### config.mk
export PLATFORM = sky130hd
export DESIGN_NAME = dsp_mac_seq_flat
export DESIGN_NICKNAME = d
export VERILOG_FILES = /design/src/rtl/dsp_ctrl_pkg.sv /design/src/rtl/dsp_mac_seq_if.sv /design/src/rtl/dsp_tag_pipe.sv /design/src/rtl/dsp_mac_seq.sv /design/src/flat_wrapper.sv
export SDC_FILE = /design/constraint.sdc
export NUM_CORES = 1
export LEC_CHECK = 0
export CORE_MARGIN = 3
export CORE_UTILIZATION = 36
export DETAILED_ROUTE_END_ITERATION = 10
export HOLD_SLACK_MARGIN = 0.12
export PLACE_DENSITY = 0.85
export SYNTH_ARGS = -nofsm -noshare
export SYNTH_HDL_FRONTEND = slang
export SYNTH_HIERARCHICAL = 1
export SYNTH_SLANG_ARGS = --single-unit
### constraint.sdc
create_clock -name clk -period 2.3 [get_ports clk]
set_clock_uncertainty 0.05 [all_clocks]
set_input_delay 0.46 -clock clk [delete_from_list [all_inputs] [get_ports clk]]
set_output_delay 0.46 -clock clk [all_outputs]
set_load 0.02 [all_outputs]
### src/rtl/dsp_ctrl_pkg.sv
// ----------------------------------------------------------------------------
// dsp_ctrl_pkg
// Shared definitions for the DSP48A1-style slice sequencers.
//   OPM_FIRST / OPM_ACC : slice OPMODE words (X=M, Z=0 / X=M, Z=P)
//   mac_state_e         : sequencer states
//   n_taps_ok()         : legal frame length check (sum must fit 48 bits)
//   pipe_lat_ok()       : legal slice latency check
// ----------------------------------------------------------------------------
package dsp_ctrl_pkg;

    localparam logic [7:0] OPM_FIRST = 8'h01;
    localparam logic [7:0] OPM_ACC   = 8'h09;

    typedef enum logic [1:0] {
        ACCUM,
        DRAIN,
        OUT
    } mac_state_e;

    function automatic bit n_taps_ok(input int unsigned n);
        return (n >= 2) && (n <= 4096);
    endfunction

    function automatic bit pipe_lat_ok(input int unsigned n);
        return n >= 1;
    endfunction

endpackage

### src/rtl/dsp_mac_seq_if.sv
// ----------------------------------------------------------------------------
// dsp_mac_seq_if
// Operand stream (s_*) and result stream (r_*) of the MAC sequencer.
//   s_valid/s_ready/s_a/s_b : unsigned 18-bit operand pairs
//   r_valid/r_ready/r_data  : 48-bit dot-product results
// Modports: master = producer of operands / consumer of results,
//           slave  = the sequencer.
// ----------------------------------------------------------------------------
interface dsp_mac_seq_if;

    logic        s_valid;
    logic        s_ready;
    logic [17:0] s_a;
    logic [17:0] s_b;
    logic        r_valid;
    logic        r_ready;
    logic [47:0] r_data;

    modport master (
        output s_valid, s_a, s_b, r_ready,
        input  s_ready, r_valid, r_data
    );

    modport slave (
        input  s_valid, s_a, s_b, r_ready,
        output s_ready, r_valid, r_data
    );

endinterface

### src/rtl/dsp_tag_pipe.sv
// ----------------------------------------------------------------------------
// dsp_tag_pipe
// 1-bit delay line of DEPTH registers with synchronous active-high reset.
//   clk    : clock
//   rst    : synchronous reset, clears all stages
//   i_data : tag entering stage 0
//   o_data : tag leaving stage DEPTH-1 (DEPTH cycles later)
// ----------------------------------------------------------------------------
module dsp_tag_pipe #(
    parameter int unsigned DEPTH = 1
) (
    input  logic clk,
    input  logic rst,
    input  logic i_data,
    output logic o_data
);

    logic [DEPTH-1:0] r_stages;

    if (DEPTH == 1) begin : g_single
        always_ff @(posedge clk) begin
            if (rst) begin
                r_stages <= '0;
            end else begin
                r_stages <= i_data;
            end
        end
    end else begin : g_multi
        always_ff @(posedge clk) begin
            if (rst) begin
                r_stages <= '0;
            end else begin
                r_stages <= {r_stages[DEPTH-2:0], i_data};
            end
        end
    end

    assign o_data = r_stages[DEPTH-1];

endmodule

### src/rtl/dsp_mac_seq.sv
// ----------------------------------------------------------------------------
// dsp_mac_seq
// Operand sequencer in front of a DSP48A1-style slice. Each frame of N_TAPS
// accepted operand pairs becomes one 48-bit dot product on the result port.
//   clk        : clock
//   rst        : synchronous active-high reset
//   bus        : operand/result streams (slave side)
//   dsp_a/b    : slice A/B operands (zero on non-accept cycles)
//   dsp_opmode : slice OPMODE (OPM_FIRST one cycle after a frame's first pair)
//   dsp_ce     : slice clock enables, low only during reset
//   dsp_rst    : slice resets, follows rst
//   dsp_p      : slice P result
// ----------------------------------------------------------------------------
module dsp_mac_seq
    import dsp_ctrl_pkg::*;
#(
    parameter int unsigned N_TAPS   = 8,
    parameter int unsigned PIPE_LAT = 3
) (
    input  logic          clk,
    input  logic          rst,
    dsp_mac_seq_if.slave  bus,
    output logic [17:0]   dsp_a,
    output logic [17:0]   dsp_b,
    output logic [7:0]    dsp_opmode,
    output logic          dsp_ce,
    output logic          dsp_rst,
    input  logic [47:0]   dsp_p
);

    if (!n_taps_ok(N_TAPS)) begin : g_bad_n_taps
        $error("dsp_mac_seq: N_TAPS must be within 2..4096");
    end
    if (!pipe_lat_ok(PIPE_LAT)) begin : g_bad_pipe_lat
        $error("dsp_mac_seq: PIPE_LAT must be at least 1");
    end

    localparam int unsigned TapW   = $clog2(N_TAPS);
    localparam int unsigned DrainW = (PIPE_LAT > 1) ? $clog2(PIPE_LAT) : 1;

    mac_state_e          r_state;
    mac_state_e          w_state_next;
    logic [TapW-1:0]     r_tap_cnt;
    logic [DrainW-1:0]   r_drain_cnt;
    logic                r_res_valid;
    logic [47:0]         r_res_data;

    logic                w_accept;
    logic                w_last_tap;
    logic                w_first;
    logic                w_tag_first;
    logic                w_drain_done;

    // Accepts are ignored while in reset even though s_ready reads high.
    assign w_accept     = bus.s_valid && (r_state == ACCUM) && !rst;
    assign w_last_tap   = w_accept && (r_tap_cnt == TapW'(N_TAPS - 1));
    assign w_first      = w_accept && (r_tap_cnt == '0);
    assign w_drain_done = (r_state == DRAIN) && (r_drain_cnt == '0);

    // State register
    always_ff @(posedge clk) begin
        if (rst) begin
            r_state <= ACCUM;
        end else begin
            r_state <= w_state_next;
        end
    end

    // Next-state logic
    always_comb begin
        w_state_next = r_state;
        unique case (r_state)
            ACCUM: if (w_last_tap) w_state_next = DRAIN;
            DRAIN: if (w_drain_done) w_state_next = OUT;
            OUT:   if (r_res_valid && bus.r_ready) w_state_next = ACCUM;
            default: w_state_next = ACCUM;
        endcase
    end

    // Outputs
    always_comb begin
        bus.s_ready = (r_state == ACCUM) || rst;
        dsp_a       = w_accept ? bus.s_a : '0;
        dsp_b       = w_accept ? bus.s_b : '0;
        // The slice registers OPMODE, so the tag is applied one cycle late.
        dsp_opmode  = w_tag_first ? OPM_FIRST : OPM_ACC;
        dsp_ce      = !rst;
        dsp_rst     = rst;
        bus.r_valid = r_res_valid;
        bus.r_data  = r_res_data;
    end

    // Tap and drain counters
    always_ff @(posedge clk) begin
        if (rst) begin
            r_tap_cnt   <= '0;
            r_drain_cnt <= '0;
        end else begin
            if (w_last_tap) begin
                r_tap_cnt   <= '0;
                r_drain_cnt <= DrainW'(PIPE_LAT - 1);
            end else if (w_accept) begin
                r_tap_cnt <= r_tap_cnt + TapW'(1);
            end
            if ((r_state == DRAIN) && (r_drain_cnt != '0)) begin
                r_drain_cnt <= r_drain_cnt - DrainW'(1);
            end
        end
    end

    // Result register; holds while the consumer stalls.
    always_ff @(posedge clk) begin
        if (rst) begin
            r_res_valid <= 1'b0;
            r_res_data  <= '0;
        end else if (w_drain_done) begin
            r_res_valid <= 1'b1;
            r_res_data  <= dsp_p;
        end else if ((r_state == OUT) && r_res_valid && bus.r_ready) begin
            r_res_valid <= 1'b0;
        end
    end

    dsp_tag_pipe #(
        .DEPTH (1)
    ) u_tag_pipe (
        .clk    (clk),
        .rst    (rst),
        .i_data (w_first),
        .o_data (w_tag_first)
    );

endmodule
### src/flat_wrapper.sv
// flat-port wrapper written by rule: the top's interface ports become plain ports
module dsp_mac_seq_flat import dsp_ctrl_pkg::*;
#(
    parameter int unsigned N_TAPS   = 8,
    parameter int unsigned PIPE_LAT = 3
)
  (clk, rst, dsp_a, dsp_b, dsp_opmode, dsp_ce, dsp_rst, dsp_p, bus_s_valid, bus_s_a, bus_s_b, bus_r_ready, bus_s_ready, bus_r_valid, bus_r_data);
  dsp_mac_seq_if bus_i ();
  input  logic clk;
  input  logic rst;
  output logic [17:0] dsp_a;
  output logic [17:0] dsp_b;
  output logic [7:0] dsp_opmode;
  output logic dsp_ce;
  output logic dsp_rst;
  input  logic [47:0] dsp_p;
  input wire logic [$bits(bus_i.s_valid)-1:0] bus_s_valid;
  input wire logic [$bits(bus_i.s_a)-1:0] bus_s_a;
  input wire logic [$bits(bus_i.s_b)-1:0] bus_s_b;
  input wire logic [$bits(bus_i.r_ready)-1:0] bus_r_ready;
  output wire logic [$bits(bus_i.s_ready)-1:0] bus_s_ready;
  output wire logic [$bits(bus_i.r_valid)-1:0] bus_r_valid;
  output wire logic [$bits(bus_i.r_data)-1:0] bus_r_data;
  assign bus_i.s_valid = bus_s_valid;
  assign bus_i.s_a = bus_s_a;
  assign bus_i.s_b = bus_s_b;
  assign bus_i.r_ready = bus_r_ready;
  assign bus_s_ready = bus_i.s_ready;
  assign bus_r_valid = bus_i.r_valid;
  assign bus_r_data = bus_i.r_data;
  dsp_mac_seq #(.N_TAPS(N_TAPS), .PIPE_LAT(PIPE_LAT)) u_core (.clk(clk), .rst(rst), .bus(bus_i), .dsp_a(dsp_a), .dsp_b(dsp_b), .dsp_opmode(dsp_opmode), .dsp_ce(dsp_ce), .dsp_rst(dsp_rst), .dsp_p(dsp_p));
endmodule
**Yosys cells after proc, flatten, opt, wreduce, memory -nomap -nowiden**

Cells that the tools add are included.

- Add/subtract/negate cells: 2
- $mul: 0
- Div/mod/pow operators: 0
- Magnitude comparators: 0
- Eq/ne operators: 6
- Shifts and indexed selects: 0
- Multiplexer cells: 11
- Bitwise operators: 0
- Reduce and logical (&&, ||, !) cells: 19

Operator list:

| kind | count |
|---|---|
| $mux W18 | 2 |
| $mux W2 | 5 |
| $logic_and A1 B1 Y1 | 9 |
| $ne A2 B1 Y1 const B | 3 |
| $pmux W2 S3 | 1 |
| $reduce_bool A2 Y1 | 3 |
| $logic_not A2 Y1 | 2 |
| $mux W4 | 1 |
| $add A3 B1 Y3 const B | 1 |
| $eq A3 B3 Y1 const B | 1 |
| $logic_not A3 Y1 | 1 |
| $reduce_and A3 Y1 | 1 |
| $eq A2 B1 Y1 const B | 1 |
| $eq A2 B2 Y1 const B | 1 |
| $mux W1 | 2 |
| $reduce_or A2 Y1 | 1 |
| $sub A2 B1 Y2 const B | 1 |
| $logic_not A1 Y1 | 1 |
| $logic_or A1 B1 Y1 | 1 |

- Bits in registers: 57
- Latch bits: 0
- Bits in writable memories: 0
- Bits in read-only memories: 0
- Input port bits: 88
- Logic and storage cells: 44
- Memories kept: 0

**Logic depth before layout (Yosys ltp)**

- Word-level depth: 6
- Gate-level depth with buffers: 7

**By module**

Netlist, hierarchy kept.

Modules (own cells, without submodules):

| module | times used | cells an instance | area each (um^2) | sequential area each (um^2) |
|---|---|---|---|---|
| dsp_mac_seq | 1 | 306 | 2392.3 | 1121.1 |
| dsp_tag_pipe | 1 | 2 | 33.8 | 20.0 |

**Worst setup path before layout**

OpenSTA, ideal clock, no wires.

- Path kind: input to output
- Start point: input port rst
- End point: output port dsp_a[0]
- Data arrival time: 1230 ps
- Data required time: 1790 ps
- Path slack: 560 ps
- Stages on the path: 3
- Path buffers: 1
- Cells stage by stage: nor4b_4 > clkbuf_1 > and2_1

- Word-level cells in the longest chain between the ends: 3

Ends and longest elaborated chain:

| what | RTL line | source |
|---|---|---|
| from (decl) | flat_wrapper.sv:10 | `input logic rst;` |
| $logic_not A1 Y1 | dsp_mac_seq.sv:55 | `assign w_accept = bus.s_valid && (r_state == ACCUM) && !rst;` |
| $logic_and A1 B1 Y1 | dsp_mac_seq.sv:55 |  |
| $mux W18 | dsp_mac_seq.sv:83 | `dsp_a = w_accept ? bus.s_a : '0;` |
| to (decl) | flat_wrapper.sv:11 | `output logic [17:0] dsp_a;` |

No other way between the ends.

**Worst setup path after layout**

- Start point: register u_core.r_state[1]
- End point: output port dsp_a[2]

- Word-level cells in the longest chain between the ends: 4

Ends and longest elaborated chain:

| what | RTL line | source |
|---|---|---|
| from (decl) | dsp_mac_seq.sv:41 | `mac_state_e r_state;` |
| from (signal assigned) | dsp_mac_seq.sv:65 | `r_state <= w_state_next;` |
| $logic_not A2 Y1 | dsp_mac_seq.sv:55 |  |
| $logic_and A1 B1 Y1 (2 in a row) | dsp_mac_seq.sv:55 |  |
| $mux W18 | dsp_mac_seq.sv:83 |  |

No other way between the ends.

==> results_tabular.tex <==
\begin{tabular}{lr}
\hline
Metric & Value \\
\hline
\multicolumn{2}{l}{\textbf{Status}} \\
Result of the run & completed \\
\multicolumn{2}{l}{\textbf{Setup path}} \\
Crit path largest cell delay & 0.34 ns \\
Required time worst endpoint & roughly 1.8 ns \\
Critical path peak fanout & 8 \\
R2R setup slack & 0.59 ns \\
WP data arrival & approximately 1.6 ns \\
Class of the most critical setup path & reg -> out \\
Critical Path Source Type & flop \\
Endpoint class of the critical path & primary output \\
CP Cell Sequence & nor4b\_4, buf\_4, bufbuf\_16, and2\_4, buf\_6 \\
Cell at the slowest stage of the critical path & dfxtp\_1 \\
\multicolumn{2}{l}{\textbf{STA}} \\
Setup-failing EPs final & 0 \\
Final TNS setup & 0 ns \\
Achievable frequency & about 470 MHz \\
Final-report max-slew violation count & 0 \\
Unrepaired setup endpoints after global routing & false \\
Final number of hold-violating endpoints & 0 \\
Relative slew slack & between 60\% and 70\% \\
Slew at the pin closest to its max-slew limit & between 0.5 and 0.6 ns \\
Fin crit period & $\sim$2.1 ns \\
Part of the cycle the worst path needs & between 90\% and 100\% \\
\multicolumn{2}{l}{\textbf{Clock network}} \\
H-tree depth & 3 \\
Clock transition at path regs & roughly 0.07 ns \\
Clock sink total & 57 \\
Worst-Skew Late Latency & approximately 0.32 ns \\
CTS tree & built \\
Deepest clock path buffer count & 2 \\
Buffer type at the clock tree root & clkbuf\_8 \\
Num CTS Buffers & 9 \\
\multicolumn{2}{l}{\textbf{Final layout}} \\
Most frequent cells in the layout & 137 x clkdlybuf4s50\_1, 100 x nand2\_1, 57 x dfxtp\_1 \\
Net count of the finished layout & $\sim$580 \\
\# fillers & 506 \\
Layout cells sized above 1 & 19.0\% \\
Antenna cell count & 0 \\
Most common library cell in the layout ignoring fill and taps & clkdlybuf4s50\_1 \\
Area delta synth->final & 88.5\% \\
\multicolumn{2}{l}{\textbf{Synth}} \\
Warnings, synthesis & 6 \\
Sequential cell area fraction in the yosys report & 47.0\% \\
Post-Syn Area & around 2400 sq um \\
Average instance area after synthesis & around 7.9 sq um \\
Distinct cells, synth & 26 \\
Cell count after synthesis & between 300 and 400 \\
Synthesized flop and latch total & 57 \\
\multicolumn{2}{l}{\textbf{GRT}} \\
Number of antenna violations at the first check in global routing & 0 \\
Wire length of the first global-routing pass & between 10 and 15 mm \\
Maximum number of pins on one net before global-route repair & 33 \\
Number of global-route vias before repair & around 2600 \\
GR Overflow Total & 0 \\
Total global-route track usage & $\sim$20\% \\
\multicolumn{2}{l}{\textbf{Floorplan}} \\
Starting utilization of the core area & between 30 and 40\% \\
Core region area & 6420 sq um \\
Full die area & 7760 sq um \\
Top Ports & 184 \\
Floorplan die width & just under 90 microns \\
Number of placement rows & 29 \\
Vertical extent of the die & approximately 90 microns \\
\multicolumn{2}{l}{\textbf{Pwr}} \\
Int Power & approximately 0.0017 W \\
Register share of total power & $\sim$44\% \\
Power per cell area & 491 nW/um\^{}2 \\
Overall power after layout & about 0.0022 W \\
Share of total power consumed by net switching & between 20 and 25\% \\
Maximum vdd drop & around 0.37 mV \\
Clock share of power & about two fifths \\
Combinational share of power & roughly 16\% \\
Static Leakage & 1.75 nW \\
Switching component of the power & a little over 0.0005 W \\
\multicolumn{2}{l}{\textbf{Hold path}} \\
Hold WC Path Type & reg -> reg \\
\multicolumn{2}{l}{\textbf{Routing}} \\
Detail Route Antenna Nets & 0 \\
Routed wire length & around 8 mm \\
1st-iter DRT viols & between 80 and 90 \\
Count of TritonRoute iterations in the first routing pass & 4 \\
Via-per-instance ratio & 4.65 \\
Remaining routing DRC violations & 0 \\
Overall via count from detail\_route & roughly 2700 \\
Wire per inst & 13.9 microns \\
\multicolumn{2}{l}{\textbf{Place}} \\
Port Buf Inserts & between 150 and 200 \\
Post-DP HPWL & around 5.7 mm \\
Gp weighted congestion & roughly 0.75 \\
\multicolumn{2}{l}{\textbf{Run}} \\
Max-Cap Viols & 0 \\
\hline
\end{tabular}
[cell families (layout without fill, tap and decap cells)]
family | after synthesis | after routing | synth area share, %
buffers and inverters | 35 | 217 | 7.68
AND/OR/NAND/NOR | 150 | 150 | 29.9
flip-flops | 57 | 57 | 47.0
AO/OA/AOI/OAI | 60 | 60 | 13.0
adder cells (fa/ha/maj) | 4 | 4 | 2.06
other | 2 | 7 | 0.310
[metal layers]
metal  wire length, microns  vias up  track usage, %
li1                       -     1334               -
met1                   2980     1196            22.4
met2                   4080      118            36.0
met3                    747        9            8.09
met4                    112        0            6.04
met5                      0        -               0
[registers in the layout, summed over array words and instances, names as in the netlist]
signal and flops:
u_core/bus.r_data 48, u_core/r_tap_cnt 3, u_core/r_drain_cnt 2, u_core/r_state 2
u_core/bus.r_valid 1, u_core/u_tag_pipe/o_data 1
[power by group through the flow]
| stage | clock network (W) | registers (W) | logic [W] |
|---|---|---|---|
| floorplan | 0 | 0.00101 | 0.000107 |
| global placement | 0 | 0.00101 | 0.000315 |
| detailed placement | 0 | 0.00101 | 0.000317 |
| CTS | 0.000931 | 0.000991 | 0.000353 |
| global route | 0.000975 | 0.000991 | 0.000374 |
| finish | 0.000904 | 0.000991 | 0.000352 |
[critical path: cells and delay by family, from the launching register on]
family | cells | cell delay (ns)
flip-flops | 1 | 0.34
AND/OR/NAND/NOR | 2 | 0.44
buffers and inverters | 3 | 0.54
[final cells by class]
class | count | area (sq um) | share of cell area (%)
Clock buffer | 11 | 141 | 3.09
Multi-Input combinational cell | 221 | 1160 | 25.4
Timing Repair Buffer | 194 | 1950 | 42.6
Sequential cell | 57 | 1140 | 25.0
Inverter | 7 | 26.3 | 0.575
Clock inverter | 5 | 55.1 | 1.20
Tap cell | 77 | 96.3 | 2.11
[synthesized netlist by cell type]
library cell / count / area, sq um
nand2_1: 100 / 375
dfxtp_1: 57 / 1140
a21oi_1: 54 / 270
and2_1: 36 / 225
buf_4: 13 / 97.6
clkbuf_1: 9 / 33.8
inv_1: 7 / 26.3
buf_2: 5 / 25.0
ha_1: 4 / 50.1
nand3_1: 3 / 15.0
a211oi_1: 2 / 15.0
conb_1: 2 / 7.51
nand3b_1: 2 / 15.0
nor2_1: 2 / 7.51
a2111oi_0: 1 / 8.76
a2bb2oi_1: 1 / 8.76
a31o_2: 1 / 8.76
and3b_1: 1 / 8.76
buf_1: 1 / 3.75
nand2b_1: 1 / 6.26
nor2b_4: 1 / 13.8
nor3b_1: 1 / 7.51
nor3b_2: 1 / 12.5
nor4b_4: 1 / 23.8
o21ai_0: 1 / 5.00
or4b_4: 1 / 13.8
[repair_timing]
action	CTS	global route
buffers inserted	4	0
gates resized for setup	208	1
gates cloned	3	0
endpoints found under the setup margin	36	1
hold buffers	0	0
[path summary, 6_finish.rpt]
path / startpoint / to / depth (start not counted)
setup / recovery: u_core/r_state[1] / dsp_a[2] / 5
hold reg to reg: u_core/bus.r_data[21] / u_core/bus.r_data[21] / 2
hold / removal: u_core/bus.r_data[21] / u_core/bus.r_data[21] / 2
setup reg to reg: u_core/r_drain_cnt[0] / u_core/bus.r_data[6] / 6
[through the flow]
stage | hold WS [ns] | utilization [%] | cells | cell area, sq um | worst slack, ns
floorplan | 0.399 | - | 313 | 2440 | 0.560
global placement | 0.391 | 66.1 | 549 | 4250 | -0.359
detailed placement | 0.396 | 66.1 | 549 | 4250 | -0.421
CTS | 0.405 | 71.2 | 572 | 4570 | 0.146
global route | 0.419 | 71.2 | 572 | 4570 | 0.0748
finish | 0.404 | 71.2 | 572 | 4570 | 0.152
No activity file was read; power rests on OpenSTA's default activity.
